**src/rtl/regfile_pkg.sv**
```systemverilog
// Shared constants and helpers for the multi-port register file.
package regfile_pkg;

    localparam int DEF_XLEN  = 32;
    localparam int DEF_NREGS = 32;

    function automatic int addr_w(input int nregs);
        return (nregs > 1) ? $clog2(nregs) : 1;
    endfunction

    // Low bit of field idx in a flat bus of width-sized fields.
    function automatic int slice_lo(input int idx, input int width);
        return idx * width;
    endfunction

endpackage

```
**src/rtl/regfile_if.sv**
```systemverilog
// Bus bundle between issue/writeback logic (master) and the register file (slave).
interface regfile_if import regfile_pkg::*; #(
    parameter int XLEN  = DEF_XLEN,
    parameter int NREGS = DEF_NREGS,
    parameter int NRD   = 2,
    parameter int NWR   = 2
);
    localparam int AW = addr_w(NREGS);

    logic [NRD*AW-1:0]   rd_addr;
    logic [NRD*XLEN-1:0] rd_data;
    logic [NRD-1:0]      rd_busy;
    logic [NWR-1:0]      wr_en;
    logic [NWR*AW-1:0]   wr_addr;
    logic [NWR*XLEN-1:0] wr_data;
    logic [NWR-1:0]      wr_clr;
    logic                claim_en;
    logic [AW-1:0]       claim_addr;
    logic [NREGS-1:0]    busy_vec;
    logic                sb_err;

    modport master (
        output rd_addr, wr_en, wr_addr, wr_data, wr_clr, claim_en, claim_addr,
        input  rd_data, rd_busy, busy_vec, sb_err
    );

    modport slave (
        input  rd_addr, wr_en, wr_addr, wr_data, wr_clr, claim_en, claim_addr,
        output rd_data, rd_busy, busy_vec, sb_err
    );

endinterface

```
**src/rtl/regfile_scoreboard.sv**
```systemverilog
// Pending-write scoreboard: per-register busy bits, claim/clear resolution and
// the sticky sb_err flag.
module regfile_scoreboard import regfile_pkg::*; #(
    parameter int NREGS    = DEF_NREGS,
    parameter int NWR      = 2,
    parameter int ZERO_REG = 1,
    localparam int AW      = addr_w(NREGS)
) (
    input  logic              clk,
    input  logic              reset_n,
    input  logic [NWR-1:0]    wr_en_i,
    input  logic [NWR-1:0]    wr_clr_i,
    input  logic [NWR*AW-1:0] wr_addr_i,
    input  logic              claim_en_i,
    input  logic [AW-1:0]     claim_addr_i,
    output logic [NREGS-1:0]  busy_vec_o,
    output logic              sb_err_o
);

    logic [NREGS-1:0] busy_q, busy_d, set_vec, clr_vec;
    logic             sb_err_q, sb_err_d;

    always_comb begin : resolve
        logic [AW-1:0] ak;
        ak       = '0;
        set_vec  = '0;
        clr_vec  = '0;
        sb_err_d = sb_err_q;
        if (claim_en_i && !(ZERO_REG != 0 && claim_addr_i == '0))
            set_vec[claim_addr_i] = 1'b1;
        for (int k = 0; k < NWR; k++) begin
            ak = wr_addr_i[slice_lo(k, AW) +: AW];
            // Retiring a producer that was never claimed means issue logic lost track.
            if (wr_en_i[k] && wr_clr_i[k]) begin
                clr_vec[ak] = 1'b1;
                if (!busy_q[ak] && !set_vec[ak] && !(ZERO_REG != 0 && ak == '0))
                    sb_err_d = 1'b1;
            end
            for (int j = 0; j < k; j++) begin
                if (wr_en_i[k] && wr_en_i[j] && ak != '0 &&
                    wr_addr_i[slice_lo(j, AW) +: AW] == ak)
                    sb_err_d = 1'b1;
            end
        end
        busy_d = (busy_q & ~clr_vec) | set_vec;
        if (ZERO_REG != 0)
            busy_d[0] = 1'b0;
    end

    always_ff @(posedge clk or negedge reset_n) begin
        if (!reset_n) begin
            busy_q   <= '0;
            sb_err_q <= 1'b0;
        end else begin
            busy_q   <= busy_d;
            sb_err_q <= sb_err_d;
        end
    end

    assign busy_vec_o = busy_q;
    assign sb_err_o   = sb_err_q;

endmodule

```
**src/rtl/regfile_mp.sv**
```systemverilog
// Multi-port register file with pending-write scoreboard.
// Define REGFILE_BYPASS_EN to forward same-cycle write data/clears onto the read ports.
module regfile_mp import regfile_pkg::*; #(
    parameter int XLEN     = DEF_XLEN,
    parameter int NREGS    = DEF_NREGS,
    parameter int NRD      = 2,
    parameter int NWR      = 2,
    parameter int ZERO_REG = 1
) (
    input  logic    clk,
    input  logic    reset_n,
    regfile_if.slave rf
);

    localparam int AW = addr_w(NREGS);

    logic [XLEN-1:0]  regs_q [NREGS];
    logic [XLEN-1:0]  regs_d [NREGS];
    logic [NREGS-1:0] busy_vec;

    // Ports applied in ascending order so the highest-indexed port wins a collision.
    always_comb begin : write_merge
        logic [AW-1:0] wa;
        wa     = '0;
        regs_d = regs_q;
        for (int k = 0; k < NWR; k++) begin
            wa = rf.wr_addr[slice_lo(k, AW) +: AW];
            if (rf.wr_en[k] && !(ZERO_REG != 0 && wa == '0))
                regs_d[wa] = rf.wr_data[slice_lo(k, XLEN) +: XLEN];
        end
    end

    always_ff @(posedge clk or negedge reset_n) begin
        if (!reset_n) begin
            for (int r = 0; r < NREGS; r++)
                regs_q[r] <= '0;
        end else begin
            regs_q <= regs_d;
        end
    end

    regfile_scoreboard #(
        .NREGS    (NREGS),
        .NWR      (NWR),
        .ZERO_REG (ZERO_REG)
    ) u_sb (
        .clk          (clk),
        .reset_n      (reset_n),
        .wr_en_i      (rf.wr_en),
        .wr_clr_i     (rf.wr_clr),
        .wr_addr_i    (rf.wr_addr),
        .claim_en_i   (rf.claim_en),
        .claim_addr_i (rf.claim_addr),
        .busy_vec_o   (busy_vec),
        .sb_err_o     (rf.sb_err)
    );

    assign rf.busy_vec = busy_vec;

    always_comb begin : read_mux
        logic [AW-1:0]   ra;
        logic [XLEN-1:0] rdat;
        logic            rb;
        ra         = '0;
        rdat       = '0;
        rb         = 1'b0;
        rf.rd_data = '0;
        rf.rd_busy = '0;
        for (int p = 0; p < NRD; p++) begin
            ra   = rf.rd_addr[slice_lo(p, AW) +: AW];
            rdat = regs_q[ra];
            rb   = busy_vec[ra];
`ifdef REGFILE_BYPASS_EN
            for (int k = 0; k < NWR; k++) begin
                if (rf.wr_en[k] && ra != '0 && rf.wr_addr[slice_lo(k, AW) +: AW] == ra) begin
                    rdat = rf.wr_data[slice_lo(k, XLEN) +: XLEN];
                    if (rf.wr_clr[k] && !(rf.claim_en && rf.claim_addr == ra))
                        rb = 1'b0;
                end
            end
`endif
            if (ZERO_REG != 0 && ra == '0) begin
                rdat = '0;
                rb   = 1'b0;
            end
            rf.rd_data[slice_lo(p, XLEN) +: XLEN] = rdat;
            rf.rd_busy[p] = rb;
        end
    end

endmodule
```
**src/flat_wrapper.sv**
```systemverilog
// flat-port wrapper written by rule: the top's interface ports become plain ports
module regfile_mp_flat import regfile_pkg::*;
#(
    parameter int XLEN     = DEF_XLEN,
    parameter int NREGS    = DEF_NREGS,
    parameter int NRD      = 2,
    parameter int NWR      = 2,
    parameter int ZERO_REG = 1
)
  (clk, reset_n, rf_rd_addr, rf_wr_en, rf_wr_addr, rf_wr_data, rf_wr_clr, rf_claim_en, rf_claim_addr, rf_rd_data, rf_rd_busy, rf_busy_vec, rf_sb_err);
  regfile_if #(.XLEN(XLEN), .NREGS(NREGS), .NRD(NRD), .NWR(NWR)) rf_i ();
  input  logic clk;
  input  logic reset_n;
  input wire logic [$bits(rf_i.rd_addr)-1:0] rf_rd_addr;
  input wire logic [$bits(rf_i.wr_en)-1:0] rf_wr_en;
  input wire logic [$bits(rf_i.wr_addr)-1:0] rf_wr_addr;
  input wire logic [$bits(rf_i.wr_data)-1:0] rf_wr_data;
  input wire logic [$bits(rf_i.wr_clr)-1:0] rf_wr_clr;
  input wire logic [$bits(rf_i.claim_en)-1:0] rf_claim_en;
  input wire logic [$bits(rf_i.claim_addr)-1:0] rf_claim_addr;
  output wire logic [$bits(rf_i.rd_data)-1:0] rf_rd_data;
  output wire logic [$bits(rf_i.rd_busy)-1:0] rf_rd_busy;
  output wire logic [$bits(rf_i.busy_vec)-1:0] rf_busy_vec;
  output wire logic [$bits(rf_i.sb_err)-1:0] rf_sb_err;
  assign rf_i.rd_addr = rf_rd_addr;
  assign rf_i.wr_en = rf_wr_en;
  assign rf_i.wr_addr = rf_wr_addr;
  assign rf_i.wr_data = rf_wr_data;
  assign rf_i.wr_clr = rf_wr_clr;
  assign rf_i.claim_en = rf_claim_en;
  assign rf_i.claim_addr = rf_claim_addr;
  assign rf_rd_data = rf_i.rd_data;
  assign rf_rd_busy = rf_i.rd_busy;
  assign rf_busy_vec = rf_i.busy_vec;
  assign rf_sb_err = rf_i.sb_err;
  regfile_mp #(.XLEN(XLEN), .NREGS(NREGS), .NRD(NRD), .NWR(NWR), .ZERO_REG(ZERO_REG)) u_core (.clk(clk), .reset_n(reset_n), .rf(rf_i));
endmodule
```
**config.mk**
```make
export PLATFORM = sky130hd
export DESIGN_NAME = regfile_mp_flat
export DESIGN_NICKNAME = d
export VERILOG_FILES = /design/src/rtl/regfile_pkg.sv /design/src/rtl/regfile_if.sv /design/src/rtl/regfile_scoreboard.sv /design/src/rtl/regfile_mp.sv /design/src/flat_wrapper.sv
export SDC_FILE = /design/constraint.sdc
export NUM_CORES = 2
export LEC_CHECK = 0
export BUFFER_PORTS_ARGS = -buffer_cell sky130_fd_sc_hd__buf_2
export CELL_PAD_IN_SITES_DETAIL_PLACEMENT = 1
export CELL_PAD_IN_SITES_GLOBAL_PLACEMENT = 2
export CORE_MARGIN = 8
export CORE_UTILIZATION = 40
export CTS_CLUSTER_SIZE = 20
export DETAILED_ROUTE_END_ITERATION = 10
export GPL_ROUTABILITY_DRIVEN = 0
export PLACE_DENSITY = 0.75
export SLEW_MARGIN = 20
export SYNTH_ARGS = -nofsm -noshare
export SYNTH_HDL_FRONTEND = slang
export SYNTH_SLANG_ARGS = --single-unit
```
**constraint.sdc**
```tcl
create_clock -name clk -period 4.99 [get_ports clk]
set_input_delay 0.499 -clock clk [delete_from_list [all_inputs] [get_ports clk]]
set_output_delay 0.499 -clock clk [all_outputs]
set_load 0.01 [all_outputs]
```
==> run metrics <==
crit path DAT 3410 ps; sequential cell area fraction in the yosys report 0.400; post-synthesis async set-or-reset flop share 1.00; latest clock arrival within the worst-skew pair between 700 and 800 ps; top library cells by usage in the layout, fill and taps aside sky130_fd_sc_hd__dfrtp_1 (1056), sky130_fd_sc_hd__mux2i_1 (1019), sky130_fd_sc_hd__nor2_1 (1007); Max Cap Viol 0; number of global-route vias before repair 53800; setup repair after global routing missed its margin false; Overall Global Routing Usage 0.301; average wire length per cell after detail routing 34.2 µm; final core occ 0.447; CORE AREA between 150000 and 200000 µm²; share of total power consumed by net switching 0.313; worst min-delay path category in2reg; die width about 420 µm; total routed wirelength 275000 µm; Worst Path Max Fanout 54; share of total power in sequential cells 0.415; pin count of the biggest net entering global routing 140; Syn. warnings 0; clock net sink count approximately 1100; setup slack after layout 1080 ps; Final period util 0.783; area of the mapped netlist 66100 µm²; start-to-end type of the worst setup path in2out; required time at the worst-slack endpoint approximately 4500 ps; setup TNS after final layout 0 ps; maximum clock skew at final layout 8.22 ps; post-synth net total roughly 6100; Main synth FF type sky130_fd_sc_hd__dfrtp_1; residual DRC count 0; final number of setup-violating endpoints 0; startpoint of the most critical register-to-register path u_core.u_sb.busy_vec_o[8]; PwrDens 423 nW/µm²; Avg Synthesized Cell Area 11.1 µm²; Net Switching 9.73 mW; H-tree Lvls 4; number of nets with antenna violations after detailed routing 0; P_leak 30.7 nW; ratio of cells with drive above 1 in the final layout 0.226; gr ovfl total 0; Final Critical Period 3910 ps; post-DR vias/cell 6.43; global-route wire length before repair approximately 400000 µm; worst setup slack before clock tree synthesis roughly 1100 ps; Combinational Power Share 0.263; setup slack of the most critical reg-to-reg path 3010 ps; Iter 0 DRT Violations around 5600; Worst Hold End u_core.u_sb.busy_vec_o[3]; Rel. slew slack 0.199; number of enable flip-flop cells after synthesis 0; post-synthesis instance total 5955; floorplan die area 179000 µm²; worst vdd ir around 0.30 mV; clock-pin slew of the registers on the worst-case setup and hold paths about 50 ps; worst r2r path cells 5; share of total power in the clock network 0.322; worst reg2reg endpoint u_core.u_sb.sb_err_o; layout overhead on the synthesized area 11.3%; clock tree from TritonCTS yes; outcome finished clean; Hold Path Stages 3; Starting Density 0.402; Max Freq roughly 0.26 GHz; number of library cell types mapped by synthesis between 50 and 60; antenna violations before repair 21; measured slew at the worst slew-check pin 1200 ps; count of final hold-check violations 0; total of flip-flops plus latches after synthesis 1056; Internal around 21 mW; max-slew violation count 0; TritonCTS Buffers 130; fillers 17300; detailed-router iteration count before antenna repair 6; final net count between 5000 and 6000; die height 423 µm; source of the worst hold timing path rf_wr_clr[0]; FP Rows 149; worst-case clock buffer depth 3; total via count after detailed routing 51600; HPWL after detailed placement 160000 µm; io pins a little under 200; CTS-repair resized insts 0; Clock Root Buffer sky130_fd_sc_hd__clkbuf_16; nature of the critical path startpoint input port; nature of the critical path endpoint primary output; most common library cell in the layout ignoring fill and taps sky130_fd_sc_hd__dfrtp_1; total of buffers placed on input and output ports 193
## cell usage after synthesis (27+ instances only)
cell type                  number  area, µm²
sky130_fd_sc_hd__o21ai_1       27        135
sky130_fd_sc_hd__inv_1         37        139
sky130_fd_sc_hd__a21oi_1      943       4720
sky130_fd_sc_hd__clkbuf_1     500       1880
sky130_fd_sc_hd__o21ai_0       95        475
sky130_fd_sc_hd__nor2_1      1016       3810
sky130_fd_sc_hd__buf_1         27        101
sky130_fd_sc_hd__buf_2        114        571
sky130_fd_sc_hd__buf_4         64        480
sky130_fd_sc_hd__dfrtp_1     1056      26400
sky130_fd_sc_hd__mux4_2       662      14900
sky130_fd_sc_hd__nand2_1      175        657
sky130_fd_sc_hd__mux2i_1     1019      10200
## metal layers
| metal | part of all wire | up-vias | GRT usage |
|---|---|---|---|
| met5 | 0.000098 | - | 0 |
| met1 | 0.40 | 27400 | 0.396 |
| li1 | - | 21400 | - |
| met4 | 0.052 | 4 | 0.140 |
| met3 | 0.068 | 650 | 0.0503 |
| met2 | 0.47 | 2203 | 0.486 |
## layout make-up
| cell class | count | area [µm²] | area share |
|---|---|---|---|
| repair buffers | 366 | 2890 | 0.0393 |
| well taps | 2189 | 2740 | 0.0372 |
| clock inverters | 46 | 582 | 0.00790 |
| clock buffers | 184 | 3820 | 0.0520 |
| multi-input cells | 4154 | 37000 | 0.503 |
| flip-flops and latches | 1056 | 26400 | 0.359 |
| diodes | 6 | 15.0 | 0.000204 |
| inverters | 37 | 139 | 0.00189 |
## stage by stage
stage / power (mW) / cell area (µm²) / hold slack (ps) / std cells
floorplan: 18.2 / 66100 / 203 / 5955
global placement: 20.7 / 69100 / 361 / 7799
detailed placement: 21.1 / 69200 / 365 / 7800
global route: 32.4 / 73600 / 184 / 8038
CTS: 31.2 / 73600 / 147 / 8031
finish: 31.1 / 73600 / 197 / 8038
## power by group through the flow
stage | clock [mW] | sequential [mW] | combinational, mW
2_1_floorplan | 0 | 12.2 | 6.07
3_3_place_gp | 0 | 12.8 | 7.88
3_5_place_dp | 0 | 12.9 | 8.17
4_1_cts | 10.2 | 12.8 | 8.19
5_1_grt | 10.5 | 13.2 | 8.79
6_report | 10.0 | 12.9 | 8.18
## how the worst max path moves through the flow
stage	startpoint	endpoint	cells past startpoint
after floorplan	rf_rd_addr[5]	rf_rd_busy[1]	6
after global placement	rf_rd_addr[5]	rf_rd_data[62]	8
after detailed placement	rf_rd_addr[5]	rf_rd_data[55]	8
after CTS	rf_rd_addr[5]	rf_rd_data[55]	8
after global routing	rf_rd_addr[5]	rf_rd_data[62]	8
final	rf_rd_addr[5]	rf_rd_data[53]	7
## cell families (layout without fill, tap and decap cells)
| kind of cell | count (synthesis) | in the layout | synth area share |
|---|---|---|---|
| AOI/OAI and AO/OA | 1143 | 1143 | 0.0898 |
| xor gates and xnor gates | 11 | 11 | 0.00146 |
| buffers and inverters | 745 | 633 | 0.0484 |
| DFF | 1056 | 1056 | 0.400 |
| muxes | 1692 | 1692 | 0.382 |
| other | 1 | 7 | 0.0000567 |
| and+or+nand+nor | 1307 | 1307 | 0.0791 |
## worst max-delay path, cell delays in order
cell and delay [ps]:
sky130_fd_sc_hd__buf_8 540, sky130_fd_sc_hd__buf_12 320, sky130_fd_sc_hd__mux4_2 540, sky130_fd_sc_hd__mux4_2 530
sky130_fd_sc_hd__mux2i_1 610, sky130_fd_sc_hd__nor2_1 90, sky130_fd_sc_hd__buf_2 180
## repair_timing
item,in CTS,in global routing
endpoints found under the hold margin,61,0
hold buffers,1,0
setup buffers,0,0
## state kept, by name (all words and copies together), names as in the netlist
register	count
u_core.u_sb.busy_vec_o	31
u_core.regs_q	1024
u_core.u_sb.sb_err_o	1
No activity file was read; power rests on OpenSTA's default activity.
